[src/rtl/serializer_pkg.sv]
// Shared types and defaults for the bit serializer slice.
package serializer_pkg;

  typedef enum logic {S_IDLE, S_SHIFT} state_t;

  localparam int   DEF_WIDTH    = 8;
  localparam logic DEF_IDLE_BIT = 1'b0;

endpackage

[src/rtl/bit_serializer_hold.sv]
// One-entry word buffer: holds the next word while the current one shifts out.
module bit_serializer_hold #(
  parameter int WIDTH = 8
) (
  input  logic             clk,
  input  logic             reset,
  input  logic             push,
  input  logic             pop,
  input  logic [WIDTH-1:0] wdata,
  output logic [WIDTH-1:0] data,
  output logic             full
);

  // Capture on push, release on pop; a push always wins so the entry is never lost.
  always_ff @(posedge clk or negedge reset) begin
    if (!reset) begin
      data <= '0;
      full <= 1'b0;
    end else begin
      if (push) data <= wdata;
      full <= push | (full & ~pop);
    end
  end

endmodule

[src/rtl/bit_serializer.sv]
// Parallel-to-serial stage, MSB first, gap-free across back-to-back words.
// Optional: define BIT_SERIALIZER_PARITY_EN to append an even-parity bit
// after the LSB of every frame.
module bit_serializer
  import serializer_pkg::*;
#(
  parameter int   WIDTH    = DEF_WIDTH,
  parameter logic IDLE_BIT = DEF_IDLE_BIT
) (
  input  logic             clk,
  input  logic             reset,
  input  logic [WIDTH-1:0] data_in,
  input  logic             load_valid,
  output logic             load_ready,
  output logic             serial_out,
  output logic             bit_valid,
  output logic             frame_start,
  output logic             busy
);

`ifdef BIT_SERIALIZER_PARITY_EN
  localparam int FL = WIDTH + 1;
`else
  localparam int FL = WIDTH;
`endif
  localparam int CW = $clog2(FL);

  state_t          state, state_n;
  logic [FL-1:0]   sreg;
  logic [CW-1:0]   cnt;
  logic [WIDTH-1:0] hold_data, ld_word;
  logic            hold_full;
  logic            xfer, last, push, pop, ld;

  // Frame image as loaded into the shifter: data, optionally followed by parity.
  function automatic logic [FL-1:0] frame_of(input logic [WIDTH-1:0] w);
`ifdef BIT_SERIALIZER_PARITY_EN
    return {w, ^w};
`else
    return w;
`endif
  endfunction

  assign load_ready = ~hold_full;
  assign xfer       = load_valid & ~hold_full;
  assign last       = (cnt == CW'(FL - 1));

  bit_serializer_hold #(.WIDTH(WIDTH)) u_hold (
    .clk   (clk),
    .reset (reset),
    .push  (push),
    .pop   (pop),
    .wdata (data_in),
    .data  (hold_data),
    .full  (hold_full)
  );

  // State register.
  always_ff @(posedge clk or negedge reset) begin
    if (!reset) state <= S_IDLE;
    else        state <= state_n;
  end

  // Next state and shifter/hold control. At the last-bit edge the held word
  // takes priority; otherwise a word arriving on that edge loads directly.
  always_comb begin
    state_n = state;
    push    = 1'b0;
    pop     = 1'b0;
    ld      = 1'b0;
    ld_word = data_in;
    case (state)
      S_IDLE: begin
        if (xfer) begin
          ld      = 1'b1;
          state_n = S_SHIFT;
        end
      end
      S_SHIFT: begin
        if (!last) begin
          push = xfer;
        end else if (hold_full) begin
          pop     = 1'b1;
          ld      = 1'b1;
          ld_word = hold_data;
        end else if (xfer) begin
          ld = 1'b1;
        end else begin
          state_n = S_IDLE;
        end
      end
      default: state_n = S_IDLE;
    endcase
  end

  // Shifter, bit counter and registered outputs.
  always_ff @(posedge clk or negedge reset) begin
    if (!reset) begin
      sreg        <= '0;
      cnt         <= '0;
      serial_out  <= IDLE_BIT;
      bit_valid   <= 1'b0;
      frame_start <= 1'b0;
      busy        <= 1'b0;
    end else begin
      if (ld) begin
        sreg        <= frame_of(ld_word);
        cnt         <= '0;
        serial_out  <= ld_word[WIDTH-1];
        bit_valid   <= 1'b1;
        frame_start <= 1'b1;
      end else if (state == S_SHIFT && state_n == S_SHIFT) begin
        sreg        <= sreg << 1;
        cnt         <= cnt + CW'(1);
        serial_out  <= sreg[FL-2];
        bit_valid   <= 1'b1;
        frame_start <= 1'b0;
      end else begin
        sreg        <= '0;
        cnt         <= '0;
        serial_out  <= IDLE_BIT;
        bit_valid   <= 1'b0;
        frame_start <= 1'b0;
      end
      busy <= (state_n == S_SHIFT) | push | (hold_full & ~pop);
    end
  end

endmodule
[config.mk]
export PLATFORM = sky130hd
export DESIGN_NAME = bit_serializer
export DESIGN_NICKNAME = d
export VERILOG_FILES = /design/src/rtl/serializer_pkg.sv /design/src/rtl/bit_serializer_hold.sv /design/src/rtl/bit_serializer.sv
export SDC_FILE = /design/constraint.sdc
export NUM_CORES = 1
export LEC_CHECK = 0
export BUFFER_PORTS_ARGS = -buffer_cell sky130_fd_sc_hd__buf_2
export CORE_MARGIN = 2
export CORE_UTILIZATION = 51
export CTS_BUF_LIST = sky130_fd_sc_hd__clkbuf_2 sky130_fd_sc_hd__clkbuf_4 sky130_fd_sc_hd__clkbuf_8
export CTS_CLUSTER_SIZE = 12
export DETAILED_ROUTE_END_ITERATION = 16
export PLACE_DENSITY_LB_ADDON = 0.2
export SETUP_SLACK_MARGIN = 0.15
export SLEW_MARGIN = 20
export SYNTH_ARGS = -nofsm -noshare
export SYNTH_HDL_FRONTEND = slang
export SYNTH_SLANG_ARGS = --single-unit
[constraint.sdc]
create_clock -name clk -period 1.54 [get_ports clk]
set_input_delay 0 -clock clk [delete_from_list [all_inputs] [get_ports clk]]
set_output_delay 0 -clock clk [all_outputs]
set_load 0.01 [all_outputs]
Word-level counts from Yosys, hierarchy flattened:

Index checks and enable logic that the tools add are counted.

* register bits after elaboration: 24
* bits of input ports: 11

* mux-type cells: 23
* bitwise gates (word level): 8
* equality and inequality tests: 1
* $add $sub $neg: 1
* reductions and logical operators: 1

Operator list (number)
* $mux W8: 3
* $mux W1: 14
* $mux W7: 2
* $mux W3: 2
* $pmux W1 S2: 2
* $add A3 B1 Y3 const B: 1
* $eq A3 B3 Y1 const B: 1
* $not A1 Y1: 3
* $or A1 B1 Y1: 3
* $and A1 B1 Y1: 2
* $logic_and A1 B1 Y1: 1

Logic depth before layout (Yosys ltp):

* depth in word-level cells: 9
* depth in mapped cells: 6

Modules after synthesis:

Synthesis repeated with hierarchy kept, for this count alone.

* cell total of the unflattened synthesis: 80
* area, all modules: 1037.2 sq um

Modules (own cells, without submodules)
* bit_serializer: area each 668.1 sq um, seq. area each 375.4 sq um, instances 1, cells each 60
* bit_serializer_hold: area each 369.1 sq um, seq. area each 225.2 sq um, instances 1, cells each 20

Least setup slack after synthesis:

No wires, ideal clock.

* path kind: register -> register
* start point: register cnt[0]
* end point: register u_hold.data[0]
* library setup time: 125 ps
* data arrival time: 1524 ps
* required time: 1415 ps
* clock period less this slack: 1649 ps
* slack: -109 ps
* cell stages (with the launch flop): 5
* cell sequence: dfrtp_1 -> ha_1 -> ha_1 -> nor3_4 -> mux2_2

* longest elaborated chain between the ends: 3

Ends and longest elaborated chain
* start: declaration: line bit_serializer.sv:30 `logic [CW-1:0] cnt;`
* start signal: assignment: line bit_serializer.sv:114 `cnt <= cnt + CW'(1);`
* $eq A3 B3 Y1: line bit_serializer.sv:46 `assign last = (cnt == CW'(FL - 1));`
* $mux W1: line bit_serializer.sv:80 `if (!last) begin`
* $mux W1: line bit_serializer.sv:72 `case (state)`
* end signal: assignment: line bit_serializer_hold.sv:20 `if (push) data <= wdata;`
* end: declaration: line bit_serializer_hold.sv:10 `output logic [WIDTH-1:0] data,`

Every way passes these cells.
A chain may end at the register's enable or synchronous reset.

Worst setup path after layout:

* start point: register cnt[0]
* end point: register u_hold.data[2]

Same word-level chain as after synthesis.

==> impl_metrics.tcl <==
set metrics [dict create \
    status "finished clean" \
    fin_crit_sh 0.9879 \
    area_growth_pct 31.84 \
    fp.dieW_um 48.33 \
    synthesis.nets 89 \
    ys_top_cells_by_area "dfrtp_1 (60%), mux2_2 (9.0%), mux2i_1 (8.0%)" \
    ant_nets 0 \
    maxSlewHeadroom 0.6577 \
    cp-end-kind "flop" \
    grt_pass1_wl_um 3111 \
    hold_path_class "in -> async" \
    rows 16 \
    cp_slowest_cell "dfrtp_1" \
    fill_cells 158 \
    cts_made_buffers 3 \
    syn_inst 76 \
    hpwlAfterDp_um 1165 \
    start_util 0.5270 \
    tightest_slew_ps 513.5 \
    place_area_mm2 0.001139 \
    powerDensity_mw_per_mm2 857.1 \
    p_leak_nw 0.6316 \
    crit_chain "ha_2 -> ha_4 -> nor3_4 -> buf_12 -> mux2_2" \
    finalHoldViolCount 0 \
    clock_latency_ps 310 \
    rsz0062_at_grt "true" \
    cts.clk_slew.worst_paths_ps 130 \
    synth-seq-cells 24 \
    path_depth 5 \
    r2r_start "cnt[0]$_DFF_PN0_" \
    viasPerCell 5.015 \
    cts_buffer_depth 2 \
    drv_slew 0 \
    cp_top_family "flip-flops" \
    dr.pass1.iters 4 \
    cts_tree "yes" \
    place_congestion 0.7094 \
    initialDrtViolationCount 17 \
    fp.dieH_um 48.33 \
    arrival_ps 1740 \
    start_kind "flop" \
    antenna_found_initial 0 \
    grt_max_degree 25 \
    ys_seq_area_frac 0.5993 \
    skew_ps 7.782 \
    crit_start "cnt[0]$_DFF_PN0_" \
    finalInstanceArea_mm2 0.001321 \
    netlist.area_leader.share 0.5993 \
    reg2reg_slack_ps 20 \
    synth_cell_type_count 19 \
    ir_worst_vdd_mv 0.6080 \
    grt_overflow 0 \
    fin_nets 121 \
    htreeDepth 1 \
    ff2ff_path_depth 5 \
    final_cell_mix "dfrtp_1 (24), buf_2 (15), dlygate4sd3_1 (10)" \
    grt_pass1_vias 715 \
    portBuffers 15 \
    drive_above_1_share 0.3645 \
    setup_violations 0 \
    vias 672 \
    critPathRequiredTime_ps 1750 \
    core_mm2 0.001902 \
    ios 16 \
    cap_violations 0 \
    final_util 0.6947 \
    n_antenna_cell 0 \
    critPathKind "reg -> reg" \
    layout_setup_ws_ps 18.63 \
    cts_root_buf "clkbuf_4" \
    path_buf_inv 1 \
    p_total_mw 1.132 \
    slowest_delay_ps 410 \
    final_common_cell "dfrtp_1" \
    wl_per_cell_um 13.33 \
    synth_area_per_cell_um2 13.19 \
    pre_cts_ws_ps -1.013 \
    synth_area_leader_cell "dfrtp_1" \
    grtUsageTotal 0.1772 \
    clock-sinks 24 \
    drt_drc_violations_left 0 \
    crit_fanout 8 \
    synth_area_mm2 0.001002 \
    fin_crit_ps 1521 \
    routed_wl_um 1786 \
    ys_warn_count 0 \
    die_area_mm2 0.002336 \
    max_freq_mhz 657.3 \
]
==> registers in the layout (all words and copies together), names as in the netlist <==
name,cells
bit_valid,1
busy,1
cnt,3
frame_start,1
serial_out,1
sreg,7
state,1
u_hold.data,8
u_hold.full,1
==> final timing paths <==
| path | to |
|---|---|
| worst max-delay path | u_hold.data[2]$_DFFE_PN0P_ |
| worst min-delay path | bit_valid$_DFF_PN0_ |
| worst max register to register | u_hold.data[2]$_DFFE_PN0P_ |
| worst min register to register | cnt[0]$_DFF_PN0_ |
| max in group asynchronous | u_hold.data[3]$_DFFE_PN0P_ |
| min in group clk | u_hold.data[2]$_DFFE_PN0P_ |
==> synth_stat cells <==
master and count:
nor3_4 1, buf_4 1, buf_6 1, nor2b_2 1
dfrtp_1 24, mux2_2 8, o21ai_1 7, nand2_1 9
and2_2 2, nor2_1 2, inv_1 3, mux2i_1 8
ha_1 2, a211o_4 1, a22o_1 2, nor3_1 1
a22oi_1 1, and3_2 1, o21ai_0 1
==> report_power, final <==
part	internal [mW]	switching, mW	leakage, nW	total, mW
clock	0.263	0.186	0.0279	0.449
sequential	0.630	0	0.325	0.630
combinational	0.0293	0.0241	0.279	0.0534
total	0.922	0.210	0.632	1.13
==> worst register-to-register path: stages, from the launching register on <==
cell and delay [ps]:
dfrtp_1 410, ha_2 200, ha_4 180, nor3_4 150
buf_12 160, mux2_2 330
==> layout make-up <==
class | count | area, µm² | area share
Multi-Input combinational cell | 47 | 405.4 | 0.3068
Clock buffer | 3 | 22.52 | 0.01705
Timing Repair Buffer | 29 | 217.7 | 0.1648
Inverter | 3 | 11.26 | 0.008523
Clock inverter | 1 | 30.03 | 0.02273
Tap cell | 27 | 33.78 | 0.02557
Sequential cell | 24 | 600.6 | 0.4545
==> metal layers <==
layer | part of all wire | global-route usage
met1 | 0.42 | 0.2033
met2 | 0.54 | 0.3287
met3 | 0.034 | 0.02778
met4 | 0.0067 | 0.07143
met5 | 0 | 0
==> stage by stage <==
step / std cells / hold slack, ps / setup TNS [ps]
2_1_floorplan: 76 / -295.6 / 0
4_1_cts: 133 / 180.6 / 0
5_1_grt: 134 / 185.1 / -232.6
6_report: 134 / 170.0 / 0
3_5_place_dp: 118 / 5.001 / -1.013
3_3_place_gp: 118 / 4.832 / 0
==> kinds of logic (layout without fill, tap and decap cells) <==
| group | count (synthesis) | count (layout) | synth area share |
|---|---|---|---|
| fa+ha+maj | 2 | 2 | 0.02496 |
| simple gates | 17 | 17 | 0.09363 |
| buf+inv | 5 | 36 | 0.02996 |
| flops | 24 | 24 | 0.5993 |
| mux | 16 | 16 | 0.1698 |
| compound gates | 12 | 12 | 0.08240 |
==> repair_timing <==
item,4_1_cts,5_1_grt
hold buffers,10,0
resized for setup,3,1
endpoints found under the hold margin,42,0
setup buffers,1,1
setup endpoints to repair,16,16
Note: power is estimated with default switching activity, not from simulation.
